### config.mk
export PLATFORM = sky130hd
export DESIGN_NAME = booth_mul_seq
export DESIGN_NICKNAME = d
export VERILOG_FILES = /design/src/rtl/booth_pkg.sv /design/src/rtl/booth_pp_gen.sv /design/src/rtl/booth_mul_seq.sv
export SDC_FILE = /design/constraint.sdc
export NUM_CORES = 1
export LEC_CHECK = 0
export ABC_CLOCK_PERIOD_IN_PS = 3800
export CORE_MARGIN = 10
export CORE_UTILIZATION = 35
export CTS_CLUSTER_SIZE = 25
export DETAILED_ROUTE_END_ITERATION = 10
export GPL_ROUTABILITY_DRIVEN = 1
export PLACE_DENSITY = 0.54
export SLEW_MARGIN = 20
export SYNTH_ARGS = -nofsm -noshare
export SYNTH_HDL_FRONTEND = slang
export SYNTH_HIERARCHICAL = 1
export SYNTH_SLANG_ARGS = --single-unit
### constraint.sdc
create_clock -name clk -period 3.8 [get_ports clk]
set_input_delay 0.38 -clock clk [delete_from_list [all_inputs] [get_ports clk]]
set_output_delay 0.38 -clock clk [all_outputs]
set_load 0.005 [all_outputs]
### src/rtl/booth_pkg.sv
`default_nettype none
// ============================================================================
//  Module      : booth_pkg
//  Description : Shared types and helpers for the radix-4 Booth multiplier:
//                sequencer state encoding, Booth digit encoding and the
//                3-bit group to digit decoder.
//  Revision    : 1.0 - initial release
// ============================================================================
package booth_pkg;

    // Sequencer states
    typedef enum logic [1:0] {
        IDLE = 2'd0,
        RUN  = 2'd1,
        DONE = 2'd2
    } state_e;

    // Radix-4 Booth digits {-2,-1,0,+1,+2}
    typedef enum logic [2:0] {
        ZERO = 3'd0,
        P1   = 3'd1,
        P2   = 3'd2,
        M1   = 3'd3,
        M2   = 3'd4
    } digit_e;

    // Group bits are {b[2i+1], b[2i], b[2i-1]}
    function automatic digit_e digit_of(input logic [2:0] grp);
        digit_e d;
        case (grp)
            3'b001, 3'b010: d = P1;
            3'b011:         d = P2;
            3'b100:         d = M2;
            3'b101, 3'b110: d = M1;
            default:        d = ZERO;
        endcase
        return d;
    endfunction

endpackage
`default_nettype wire

### src/rtl/booth_pp_gen.sv
`default_nettype none
// ============================================================================
//  Module      : booth_pp_gen
//  Description : Combinational radix-4 Booth partial-product generator.
//                pp is |digit|*A, bitwise inverted for negative digits;
//                neg_cin supplies the +1 that completes the negation, so
//                pp + neg_cin == digit*A in DW+3 bit two's complement.
//  Ports       : encode  [2:0]    Booth group {b[2i+1], b[2i], b[2i-1]}
//                a_ext   [DW+1:0] extended multiplicand
//                pp      [DW+2:0] partial product before the +1
//                neg_cin          carry-in for negative digits
//  Revision    : 1.0 - initial release
// ============================================================================
module booth_pp_gen
    import booth_pkg::*;
#(
    parameter int DW = 8
) (
    input  logic [2:0]    encode,
    input  logic [DW+1:0] a_ext,
    output logic [DW+2:0] pp,
    output logic          neg_cin
);

    logic [DW+2:0] w_a_wide;
    logic [DW+2:0] w_mag;

    // One extra sign bit so that 2*A never overflows
    assign w_a_wide = {a_ext[DW+1], a_ext};

    always_comb begin
        w_mag   = '0;
        neg_cin = 1'b0;
        case (digit_of(encode))
            P1:      w_mag = w_a_wide;
            P2:      w_mag = {w_a_wide[DW+1:0], 1'b0};
            M1: begin
                w_mag   = w_a_wide;
                neg_cin = 1'b1;
            end
            M2: begin
                w_mag   = {w_a_wide[DW+1:0], 1'b0};
                neg_cin = 1'b1;
            end
            default: w_mag = '0;
        endcase
    end

    assign pp = neg_cin ? ~w_mag : w_mag;

endmodule
`default_nettype wire

### src/rtl/booth_mul_seq.sv
`default_nettype none
// ============================================================================
//  Module      : booth_mul_seq
//  Description : Iterative radix-4 Booth multiplier. One Booth group of B is
//                consumed per cycle through a single shared partial-product
//                generator; K = DW/2+1 groups cover both signed and unsigned
//                operands (the top group supplies the unsigned correction).
//  Ports       : clk, rst            clock, synchronous active-high reset
//                flush               synchronous abort of any transaction
//                in_valid/in_ready   operand handshake (ready only in IDLE)
//                in_signed,in_a,in_b operand pair and signedness
//                out_valid/out_ready product handshake (valid only in DONE)
//                out_prod [2*DW]     product, held stable while in DONE
//                busy                high in RUN or DONE
//  Revision    : 1.0 - initial release
// ============================================================================
module booth_mul_seq
    import booth_pkg::*;
#(
    parameter int DW = 8
) (
    input  logic            clk,
    input  logic            rst,
    input  logic            flush,
    input  logic            in_valid,
    output logic            in_ready,
    input  logic            in_signed,
    input  logic [DW-1:0]   in_a,
    input  logic [DW-1:0]   in_b,
    output logic            out_valid,
    input  logic            out_ready,
    output logic [2*DW-1:0] out_prod,
    output logic            busy
);

    localparam int K  = DW / 2 + 1;
    localparam int CW = $clog2(K + 1);
    localparam int AW = DW + 2;
    localparam int PW = 2 * DW;

    state_e          r_state_q, w_state_d;
    logic [CW-1:0]   r_cnt_q,   w_cnt_d;
    logic [AW-1:0]   r_a_q,     w_a_d;
    // Multiplier with b[-1] appended at the LSB; shifts right two bits per group
    logic [AW:0]     r_b_q,     w_b_d;
    logic [PW-1:0]   r_acc_q,   w_acc_d;
    logic [PW-1:0]   r_prod_q,  w_prod_d;

    logic [AW:0]     w_pp;
    logic            w_neg_cin;
    logic [PW-1:0]   w_pp_ext;
    logic [PW-1:0]   w_term;
    logic [PW-1:0]   w_sum;
    logic            w_last;

    booth_pp_gen #(.DW(DW)) u_pp_gen (
        .encode  (r_b_q[2:0]),
        .a_ext   (r_a_q),
        .pp      (w_pp),
        .neg_cin (w_neg_cin)
    );

    // Sign-extend the partial product, add the negation carry, weight by 4^i
    assign w_pp_ext = {{(PW-AW-1){w_pp[AW]}}, w_pp};
    assign w_term   = (w_pp_ext + {{(PW-1){1'b0}}, w_neg_cin}) << {r_cnt_q, 1'b0};
    assign w_sum    = r_acc_q + w_term;
    assign w_last   = (r_cnt_q == CW'(K - 1));

    // State register
    always_ff @(posedge clk) begin
        if (rst) begin
            r_state_q <= IDLE;
        end else begin
            r_state_q <= w_state_d;
        end
    end

    // Next-state logic; flush overrides every handshake
    always_comb begin
        w_state_d = r_state_q;
        if (flush) begin
            w_state_d = IDLE;
        end else begin
            case (r_state_q)
                IDLE:    if (in_valid)  w_state_d = RUN;
                RUN:     if (w_last)    w_state_d = DONE;
                DONE:    if (out_ready) w_state_d = IDLE;
                default:                w_state_d = IDLE;
            endcase
        end
    end

    // Outputs decoded from state
    always_comb begin
        in_ready  = (r_state_q == IDLE);
        out_valid = (r_state_q == DONE);
        busy      = (r_state_q == RUN) || (r_state_q == DONE);
    end

    // Datapath next values
    always_comb begin
        w_cnt_d  = r_cnt_q;
        w_a_d    = r_a_q;
        w_b_d    = r_b_q;
        w_acc_d  = r_acc_q;
        w_prod_d = r_prod_q;
        if (flush) begin
            w_cnt_d = '0;
            w_acc_d = '0;
        end else begin
            case (r_state_q)
                IDLE: begin
                    if (in_valid) begin
                        w_a_d   = {{2{in_signed & in_a[DW-1]}}, in_a};
                        w_b_d   = {{2{in_signed & in_b[DW-1]}}, in_b, 1'b0};
                        w_acc_d = '0;
                        w_cnt_d = '0;
                    end
                end
                RUN: begin
                    w_acc_d = w_sum;
                    w_cnt_d = r_cnt_q + 1'b1;
                    w_b_d   = {2'b00, r_b_q[AW:2]};
                    // Only the completed sum ever reaches the output register
                    if (w_last) begin
                        w_prod_d = w_sum;
                    end
                end
                default: ;
            endcase
        end
    end

    always_ff @(posedge clk) begin
        if (rst) begin
            r_cnt_q  <= '0;
            r_a_q    <= '0;
            r_b_q    <= '0;
            r_acc_q  <= '0;
            r_prod_q <= '0;
        end else begin
            r_cnt_q  <= w_cnt_d;
            r_a_q    <= w_a_d;
            r_b_q    <= w_b_d;
            r_acc_q  <= w_acc_d;
            r_prod_q <= w_prod_d;
        end
    end

    assign out_prod = r_prod_q;

endmodule
`default_nettype wire

==> flow_summary.json <==
{
  "outcome": "complete, but fails checks",
  "violations": "setup timing",
  "required_ns": 3.97,
  "io_pins": 41,
  "tns_ns": -0.434,
  "tightest_slew_ns": 0.734,
  "holdPathStages": 2,
  "endpoint_kind": "register",
  "rrSetupSlack_ns": -0.09,
  "diodes": 0,
  "fin_skew_ns": 0.00648,
  "power_density_nw_per_um2": 308,
  "drc": 0,
  "path_clk_slew_ns": 0.07,
  "synthCells": 498,
  "p_total_w": 0.00169,
  "grt_pass1_wl_mm": 18.8,
  "yosys-top-cells-count": "nand2_1, dfxtp_1, nor2_1",
  "wl_per_cell_um": 16.0,
  "synth-edff-count": 0,
  "period_needed_ns": 3.89,
  "overflow": 0,
  "async_flop_share_pct": 0,
  "syn_nets": 543,
  "rsz0062_at_grt": "true",
  "worst_setup_path_start_kind": "register",
  "vias_per_cell": 5.42,
  "drive_gt1_share_pct": 26.1,
  "numCtsBuffers": 5,
  "maxCapViolations": 0,
  "regToRegStartpoint": "r_b_q[0]",
  "grt_max_degree": 40,
  "final_cell_area_um2": 5500,
  "fmax_ghz": 0.257,
  "root_buffer": "clkbuf_16",
  "synth.most_common_cell": "nand2_1",
  "clk_path_buf_depth": 2,
  "clock_sinks": 56,
  "fin_cells": 736,
  "leakage_nw": 2.14,
  "die_h_um": 127,
  "holdPathEnd": "out_prod[10]",
  "dp.final_hpwl_mm": 8.81,
  "cts_max_level": 2,
  "start_util_pct": 35.5,
  "avgSynthCellArea_um2": 8.06,
  "crit_arrival_ns": 4.07,
  "io_buffers": 40,
  "via_count": 3987,
  "synth_top_area_share_pct": 27.9,
  "insertion_delay_ns": 0.30,
  "utilization_pct": 48.5,
  "min_from": "out_prod[10]",
  "ys_warn_count": 6,
  "ys_seq_elements": 56,
  "ys_seq_area_share_pct": 27.9,
  "finalSetupViolations": 6,
  "grt_usage_pct": 13.7,
  "fin_crit_sh_pct": 102,
  "worst_slack_ns": -0.0924,
  "dieArea_um2": 16200,
  "synth_area_leader_cell": "dfxtp_1",
  "worstReg2RegEnd": "r_acc_q[13]",
  "ir_drop_mv": 0.211,
  "place.gp.congestion": 0.870,
  "place_area_um2": 4990,
  "drt_first_pass_iters": 5,
  "die_w_um": 127,
  "reg2regPathDepth": 18,
  "slew_violations": 0,
  "grt_pass1_vias": 3813,
  "ant_nets": 0,
  "rows": 39,
  "antenna_found_initial": 0,
  "num-nets-final": 637,
  "netlist_area_um2": 4020,
  "path_class": "register to register",
  "crit_fanout": 8,
  "tritoncts": "yes",
  "hold_violations": 0,
  "synth_cell_types": 67,
  "area_growth_pct": 36.9,
  "first_iter_violations": 190,
  "slew_headroom_pct": 49.6,
  "synth.area.top_cells": "dfxtp_1, ha_1, a21oi_1",
  "dp.cells": 716,
  "totalWireLength_mm": 11.7,
  "synth-main-ff-cell": "dfxtp_1",
  "hold_class": "register to register",
  "coreArea_um2": 11300
}
-- how the worst max path moves through the flow --
stage | from | endpoint | cells after the start
2_1_floorplan | r_b_q[1] | r_acc_q[15] | 18
3_3_place_gp | r_b_q[0] | r_acc_q[15] | 18
3_5_place_dp | r_b_q[0] | r_acc_q[15] | 18
4_1_cts | r_b_q[0] | r_acc_q[15] | 17
5_1_grt | r_b_q[0] | out_prod[15] | 18
6_report | r_b_q[0] | r_acc_q[13] | 18
-- cell type report --
cell class,count,area [um2]
Fill cell,1098,5830
Sequential cell,56,1130
Multi-Input combinational cell,400,2950
Clock buffer,5,125
Tap cell,143,179
Inverter,11,41.3
Timing Repair Buffer,118,1020
Clock inverter,3,46.3
-- state kept, by name, summed over array words and instances, names as in the netlist --
signal and count:
r_cnt_q 3, r_state_q 2, out_prod 16, r_b_q 10, r_a_q 9, r_acc_q 16
-- routing by layer --
metal	global-route usage [%]	share of wire [%]	vias up	wire, um
met1	18.9	49	1906	5800
met4	4.42	1.6	0	187
met5	0	0	-	0
met3	2.19	3.3	11	382
met2	21.3	46	63	5380
li1	-	-	2007	-
-- through the flow --
| stage | setup WS [ns] | hold slack, ns |
|---|---|---|
| floorplan | -0.0689 | 0.448 |
| global placement | -0.112 | 0.443 |
| detailed placement | -0.242 | 0.449 |
| CTS | -0.0438 | 0.460 |
| global route | -0.298 | 0.490 |
| finish | -0.0924 | 0.455 |
-- power breakdown --
part	switching, W	internal (W)	total [W]
Clock	0.000226	0.000314	0.000540
Sequential	0.0000165	0.000603	0.000619
Combinational	0.000273	0.000262	0.000535
Total	0.000515	0.00118	0.00169
-- layout by cell type (no fill, tap or decap), types with 5 or more instances in the layout --
master	n
buf_4	69
nand2_1	59
dfxtp_1	53
nor2_1	51
a21oi_1	41
clkdlybuf4s50_1	40
ha_1	19
mux2i_1	14
o21ai_0	14
xnor2_1	13
nand3_1	12
a211oi_1	12
nand4b_1	11
inv_1	10
a22oi_1	10
or3_1	9
a21oi_2	8
buf_6	8
o211ai_1	7
o21a_1	6
a21o_1	6
xnor2_2	5
clkbuf_16	5
o221ai_2	5
-- kinds of logic after synthesis --
kind of cell             synth area share (%)
flip-flops                               27.9
multiplexers                             4.05
AND/OR/NAND/NOR                          22.7
AO/OA/AOI/OAI                            27.7
adder cells (fa/ha/maj)                  7.35
buffers and inverters                    4.46
XOR/XNOR                                 5.83
-- critical path, stage by stage, from the launching register on --
cell and delay (ns):
dfxtp_4 0.38, or3b_1 0.39, buf_6 0.17, o221ai_4 0.20
and4_4 0.29, and3_4 0.21, xnor2_2 0.11, a21oi_2 0.08
mux2i_1 0.17, o22ai_1 0.10, ha_1 0.36, a21oi_2 0.16
o21ai_2 0.08, or3_4 0.34, o22ai_4 0.17, buf_4 0.15
o21bai_1 0.08, xnor2_1 0.22, o31ai_1 0.09
-- timing repair --
item / in CTS / in global routing
buffers inserted: 9 / 3
pin swaps: 17 / 17
resized for setup: 26 / 28
hold buffers: 0 / 0
endpoints found under the setup margin: 12 / 22
(Power assumes the default switching activity.)
